===== config.mk =====
export PLATFORM = sky130hd
export DESIGN_NAME = cache_axi_arbiter
export DESIGN_NICKNAME = d
export VERILOG_FILES = /design/src/rtl/axi_arb_pkg.sv /design/src/rtl/cache_axi_arbiter_rr_arb2.sv /design/src/rtl/cache_axi_arbiter.sv
export SDC_FILE = /design/constraint.sdc
export NUM_CORES = 1
export LEC_CHECK = 0
export CORE_AREA = 10 10 158 160
export CTS_CLUSTER_SIZE = 16
export DETAILED_ROUTE_END_ITERATION = 10
export DIE_AREA = 0 0 168 170
export RECOVER_POWER = 100
export SYNTH_ARGS = -nofsm -noshare
export SYNTH_HDL_FRONTEND = slang
export SYNTH_SLANG_ARGS = --single-unit

===== constraint.sdc =====
create_clock -name clk -period 2.7 [get_ports clk]
set_clock_uncertainty 0.1 [all_clocks]
set_input_delay 0.27 -clock clk [delete_from_list [all_inputs] [get_ports clk]]
set_output_delay 0.27 -clock clk [all_outputs]
set_load 0.005 [all_outputs]

===== src/rtl/axi_arb_pkg.sv =====
// Shared types for the cache-to-AXI arbiter.
// FSM encodings, AXI IDs and the line offset used by the hazard check.
package axi_arb_pkg;

  typedef enum logic [1:0] {
    R_IDLE,
    R_ADDR,
    R_DATA
  } rd_state_t;

  typedef enum logic [1:0] {
    W_IDLE,
    W_ADDR,
    W_DATA,
    W_RESP
  } wr_state_t;

  localparam int unsigned ID_ICACHE = 0;
  localparam int unsigned ID_DCACHE = 1;
  localparam int unsigned LINE_OFS  = 4;

endpackage


===== src/rtl/cache_axi_arbiter_rr_arb2.sv =====
// Two-requester round-robin grant.
// Bit 0 is the icache, bit 1 the dcache; last holds the last served index.
module rr_arb2 (
  input  logic       clk,
  input  logic       rstn,
  input  logic [1:0] req,
  input  logic       upd,
  input  logic       upd_idx,
  output logic [1:0] gnt
);

  logic last;

  always_ff @(posedge clk or negedge rstn) begin
    if (!rstn) begin
      last <= 1'b1;
    end else if (upd) begin
      last <= upd_idx;
    end
  end

  always_comb begin
    gnt = req;
    if (req == 2'b11) begin
      gnt = last ? 2'b01 : 2'b10;
    end
  end

endmodule


===== src/rtl/cache_axi_arbiter.sv =====
// Shares one AXI master port between icache reads and dcache reads/writes.
// Independent read and write FSMs; dcache reads wait on a line being written.
module cache_axi_arbiter
  import axi_arb_pkg::*;
#(
  parameter int ADDR_W = 32,
  parameter int DATA_W = 32,
  parameter int ID_W   = 4
) (
  input  logic                clk,
  input  logic                rstn,
  input  logic                i_arvalid,
  output logic                i_arready,
  input  logic [ADDR_W-1:0]   i_araddr,
  input  logic [7:0]          i_arlen,
  input  logic [2:0]          i_arsize,
  output logic                i_rvalid,
  output logic                i_rlast,
  input  logic                i_rready,
  output logic [DATA_W-1:0]   i_rdata,
  input  logic                d_arvalid,
  output logic                d_arready,
  input  logic [ADDR_W-1:0]   d_araddr,
  input  logic [7:0]          d_arlen,
  input  logic [2:0]          d_arsize,
  output logic                d_rvalid,
  output logic                d_rlast,
  input  logic                d_rready,
  output logic [DATA_W-1:0]   d_rdata,
  input  logic                d_awvalid,
  output logic                d_awready,
  input  logic [ADDR_W-1:0]   d_awaddr,
  input  logic [7:0]          d_awlen,
  input  logic [2:0]          d_awsize,
  input  logic                d_wvalid,
  input  logic [DATA_W-1:0]   d_wdata,
  input  logic [DATA_W/8-1:0] d_wstrb,
  input  logic                d_wlast,
  output logic                d_wready,
  output logic                d_bvalid,
  input  logic                d_bready,
  output logic                arvalid,
  output logic [ADDR_W-1:0]   araddr,
  output logic [7:0]          arlen,
  output logic [2:0]          arsize,
  output logic [ID_W-1:0]     arid,
  input  logic                arready,
  input  logic                rvalid,
  input  logic [DATA_W-1:0]   rdata,
  input  logic                rlast,
  input  logic [ID_W-1:0]     rid,
  output logic                rready,
  output logic                awvalid,
  output logic [ADDR_W-1:0]   awaddr,
  output logic [7:0]          awlen,
  output logic [2:0]          awsize,
  output logic [ID_W-1:0]     awid,
  input  logic                awready,
  output logic                wvalid,
  output logic [DATA_W-1:0]   wdata,
  output logic [DATA_W/8-1:0] wstrb,
  output logic                wlast,
  input  logic                wready,
  input  logic                bvalid,
  input  logic [1:0]          bresp,
  output logic                bready
);

  rd_state_t  rs, rs_n;
  wr_state_t  ws, ws_n;
  logic       own;
  logic       d_ok;
  logic       r_idle, r_data, rd_done;
  logic       w_data, w_resp;
  logic [1:0] gnt;
  logic       unused;

  assign unused = ^{rid, bresp};

  // A dcache read must not overtake a write-back of the same line.
  assign d_ok = d_arvalid
    & ~((ws != W_IDLE)
    & (d_araddr[ADDR_W-1:LINE_OFS]
       == awaddr[ADDR_W-1:LINE_OFS]));

  assign r_idle  = (rs == R_IDLE);
  assign r_data  = (rs == R_DATA);
  assign rd_done = r_data & rvalid & rready & rlast;

  rr_arb2 u_arb (
    .clk     (clk),
    .rstn    (rstn),
    .req     ({d_ok, i_arvalid}),
    .upd     (rd_done),
    .upd_idx (own),
    .gnt     (gnt)
  );

  assign i_arready = r_idle & gnt[0];
  assign d_arready = r_idle & gnt[1];
  assign arvalid   = (rs == R_ADDR);

  always_comb begin
    rs_n = rs;
    unique case (rs)
      R_IDLE: if (|gnt) rs_n = R_ADDR;
      R_ADDR: if (arready) rs_n = R_DATA;
      R_DATA: if (rd_done) rs_n = R_IDLE;
      default: rs_n = R_IDLE;
    endcase
  end

  always_ff @(posedge clk or negedge rstn) begin
    if (!rstn) begin
      rs     <= R_IDLE;
      own    <= 1'b0;
      araddr <= '0;
      arlen  <= '0;
      arsize <= '0;
      arid   <= '0;
    end else begin
      rs <= rs_n;
      if (r_idle & |gnt) begin
        own    <= gnt[1];
        araddr <= gnt[1] ? d_araddr : i_araddr;
        arlen  <= gnt[1] ? d_arlen : i_arlen;
        arsize <= gnt[1] ? d_arsize : i_arsize;
        arid   <= gnt[1] ? ID_W'(ID_DCACHE)
                         : ID_W'(ID_ICACHE);
      end
    end
  end

  assign i_rvalid = r_data & ~own & rvalid;
  assign d_rvalid = r_data & own & rvalid;
  assign i_rlast  = r_data & ~own & rlast;
  assign d_rlast  = r_data & own & rlast;
  assign i_rdata  = (r_data & ~own) ? rdata : '0;
  assign d_rdata  = (r_data & own) ? rdata : '0;
  assign rready   = r_data & (own ? d_rready : i_rready);

  assign w_data    = (ws == W_DATA);
  assign w_resp    = (ws == W_RESP);
  assign d_awready = (ws == W_IDLE) & d_awvalid;
  assign awvalid   = (ws == W_ADDR);
  assign wvalid    = w_data & d_wvalid;
  assign d_wready  = w_data & wready;
  assign wdata     = w_data ? d_wdata : '0;
  assign wstrb     = w_data ? d_wstrb : '0;
  assign wlast     = w_data & d_wlast;
  assign d_bvalid  = w_resp & bvalid;
  assign bready    = w_resp & d_bready;

  always_comb begin
    ws_n = ws;
    unique case (ws)
      W_IDLE: if (d_awvalid) ws_n = W_ADDR;
      W_ADDR: if (awready) ws_n = W_DATA;
      W_DATA: if (d_wvalid & wready & d_wlast) ws_n = W_RESP;
      W_RESP: if (bvalid & d_bready) ws_n = W_IDLE;
      default: ws_n = W_IDLE;
    endcase
  end

  always_ff @(posedge clk or negedge rstn) begin
    if (!rstn) begin
      ws     <= W_IDLE;
      awaddr <= '0;
      awlen  <= '0;
      awsize <= '0;
      awid   <= '0;
    end else begin
      ws <= ws_n;
      if (d_awready) begin
        awaddr <= d_awaddr;
        awlen  <= d_awlen;
        awsize <= d_awsize;
        awid   <= ID_W'(ID_DCACHE);
      end
    end
  end

endmodule


==> summary.txt <==
Run status
  – Status: complete, but fails checks
  – Violated checks: capacitance limit, slew limit

STA
  – Crit path time final: between 2 and 3 ns
  – Relative slew slack: -0.231
  – Min Hold Slack: around 0.27 ns
  – RSZ-0062 raised after global routing: true
  – Endpoints failing setup: 0
  – Worst-Margin Slew: ~1.8 ns
  – Slew Viols, Final: 29
  – Hold Fails Final Rpt: 0
  – Fin crit share: 0.989
  – Setup ws final: around 0.029 ns
  – Max Clock Freq: 374 MHz

Run
  – Number of max-cap violations: 1

Critical path
  – Crit Path Class: in2reg
  – Worst Path Arrival: 2.81 ns
  – CP endpoint kind: flop
  – CP max stage cell: clkdlybuf4s50_1
  – Worst Path Required: 2.84 ns
  – Crit start category: input port
  – Most frequent CP cell: buf_4
  – CP Cell Sequence: clkdlybuf4s50_1 > xor2_2 > nor4_2 > buf_4 > nand4_1 > buf_4 > o211ai_4 > buf_4 > clkbuf_16 > mux2_1 > mux2_1
  – Largest stage delay on the critical path: about 0.47 ns
  – Worst Path Max Fanout: 7

Yosys
  – Post-Syn Area: roughly 5300 sq um
  – Commonest cells post-synth: 92 x dfrtp_1, 78 x mux2_1, 66 x and3_1
  – Post-Synth Adder-Cell Area: 0.0118
  – Primary FF master, synth: dfrtp_1
  – Synth cell types: 32
  – Multiplexer share of the synthesized area: 0.276
  – Synth area leader: dfrtp_1
  – Post-synthesis cell count: about 450
  – Ranking of synthesized cells by area: dfrtp_1 44%, mux2_1 17%, mux2_2 11%
  – Number of synthesized flops with an enable pin: 0
  – Share of the synthesized area in the top cell type: 0.435
  – Syn_area_per_cell: approximately 12 sq um
  – Post-Synth Simple-Gate Area: 0.153
  – Synth warnings: 0
  – Synth Register Bits: 93
  – Complex-gate fraction of the synthesized area: 0.0206
  – Asr flop ratio synth: 1.00
  – Xor/xnor cell area share of the yosys netlist: 0.0464
  – Main combinational cell family by area after synthesis: multiplexers
  – Sequential area share after synthesis: 0.440
  – Leading cell type by number of instances after synthesis: dfrtp_1

Clock network
  – Sink Count: a little over 90
  – CTS tree: done
  – Clock tree buffer depth: 2
  – H-tree depth: 3
  – Clock slew seen by the registers of the worst setup and hold paths: around 0.08 ns
  – CTS buffer count: 9
  – Root Buffer Master: clkbuf_16
  – Latest clock arrival within the worst-skew pair: around 0.35 ns

GRT
  – Grt ovf: 0
  – Total global-route track usage: 0.167
  – First-pass GRT wire length: about 37000 microns
  – Largest net degree at the start of global routing: 70
  – Initial antenna violation count: 0
  – Vias in the first global route: ~5.5k

Pwr
  – Combinational power share: 0.578
  – Total power draw: 0.00930 W
  – Part of the power in registers: 0.279
  – Sw power: ~0.0032 W
  – Leakage Power: ~4.7 nW
  – Clk pwr share: 0.143
  – Power density over the cells: 874 nW/um^2
  – P_int: 0.00614 W
  – Peak VDD IR: 0.376 mV
  – Sw Ratio: 0.339

Place
  – DP Area: 9840 sq um
  – Post-DP HPWL: 20200 microns
  – Setup WS pre-CTS: -0.795 ns
  – Port Buffers: roughly 420
  – GP Congestion: ~0.8

Finish
  – Reg area: between 2000 and 2500 sq um
  – Fill cell count: ~2.0k
  – # nets final: ~1.1k
  – Final core occ: 0.491
  – Multi-input logic area: ~3000 sq um
  – Share of cells above drive strength 1: 0.198
  – Diode count: 0
  – Area Overhead vs Synth: 101%
  – Design Area, Final: 10600 sq um

Floorplanning
  – Placeable Area: 21700 sq um
  – Die W: about 170 microns
  – Initial Util: 0.244
  – Die area: 28600 sq um
  – Row count: 54
  – IO Count: 428
  – Die height: between 150 and 200 microns

Drt
  – Vias: 5068
  – DR iter-0 viols: approximately 200
  – WL per Instance: around 22 microns
  – DR DRC count: 0
  – DRT Pass-1 Iters: 4
  – Total Wirelength: 25500 microns
  – Via/cell ratio: around 4.3
  – Antenna-violating nets left: 0

Hold path
  – HP Class: in2reg
## registers in the layout, indices dropped and copies added (netlist names), 2 cells and up
| name | cells |
|---|---|
| arlen | 8 |
| ws | 2 |
| rs | 2 |
| arsize | 3 |
| araddr | 32 |
| awaddr | 32 |
| awsize | 3 |
| awlen | 8 |
## layout make-up
type                    instances  share of cell area
inverters                       8             0.00282
clock buffers                  10              0.0215
well taps                     280              0.0329
repair buffers                458               0.432
multi-input cells             315               0.284
flip-flops and latches         93               0.219
clock inverters                 6             0.00670
## routing by layer
metal | track usage | vias up | share of wire
met5 | 0 | - | 0
met4 | 0.0291 | 0 | 0.0076
met3 | 0.0756 | 13 | 0.10
met2 | 0.278 | 244 | 0.48
met1 | 0.195 | 2390 | 0.41
li1 | - | 2421 | -
## stage by stage
| stage | setup TNS [ns] | instances |
|---|---|---|
| 6_report | 0 | 1170 |
| 3_5_place_dp | -34.47 | 1138 |
| 4_1_cts | -1.53 | 1165 |
| 3_3_place_gp | -34.17 | 1138 |
| 5_1_grt | -4.07 | 1170 |
| 2_1_floorplan | 0 | 453 |
## final timing paths
check | start | endpoint | slack (ns) | depth (start not counted)
setup reg to reg | awaddr[15] | araddr[5] | 0.04 | 10
hold reg to reg | awid[0] | awid[0] | 0.37 | 1
hold / removal | d_araddr[17] | araddr[17] | 0.27 | 3
min in group asynchronous | rstn | arlen[5] | 0.86 | 2
setup / recovery | d_araddr[15] | araddr[5] | 0.03 | 11
max in group asynchronous | rstn | awaddr[10] | 0.25 | 3
## placed cells by master (no fill, tap or decap), types with 2 or more instances in the layout
master	synthesis	routed
dlygate4sd3_1	0	86
dlymetal6s2s_1	0	2
clkdlybuf4s50_1	0	325
nand4_1	2	2
nor2_1	4	4
ha_1	5	5
and2_1	41	41
mux2_1	78	28
nand2_1	6	5
dfrtp_2	0	2
inv_1	8	8
nor2b_1	3	2
xor2_1	28	25
nor4_1	7	3
buf_6	4	6
nor4_4	0	3
dfrtp_1	92	90
mux2_2	51	44
xor2_2	0	2
clkbuf_16	0	11
and3_1	66	66
conb_1	1	6
buf_12	0	6
buf_4	7	27
mux2_4	0	57
o21ai_0	4	4
clkbuf_1	22	2
nand3_1	2	2
## critical path: cells and delay by family
family | cells | cell delay [ns]
buf+inv | 5 | 1.15
mux | 2 | 0.60
simple gates | 2 | 0.39
xor+xnor | 1 | 0.20
compound gates | 1 | 0.19
## logic make-up after synthesis
group | Yosys count
xor gates and xnor gates | 28
AOI/OAI and AO/OA | 12
muxes | 130
and+or+nand+nor | 134
other | 1
DFF | 93
buffers and inverters | 45
adders and majority gates | 5
## power groups by stage
| stage | Clock (W) | Sequential (W) | Combinational, W |
|---|---|---|---|
| floorplan | 0 | 0.00261 | 0.00193 |
| global placement | 0 | 0.00262 | 0.00512 |
| detailed placement | 0 | 0.00262 | 0.00512 |
| CTS | 0.00138 | 0.00261 | 0.00539 |
| global route | 0.00143 | 0.00270 | 0.00583 |
| finish | 0.00133 | 0.00259 | 0.00538 |
## repair_timing
item                       CTS  global route
buffers inserted            10             5
gates resized for setup     42            57
setup endpoints to repair   46            45
hold buffers                 1             0
pin swaps                    9             9
cloned                       1             2
hold endpoints to repair    27             0
Power figures use the tool's default switching activity.
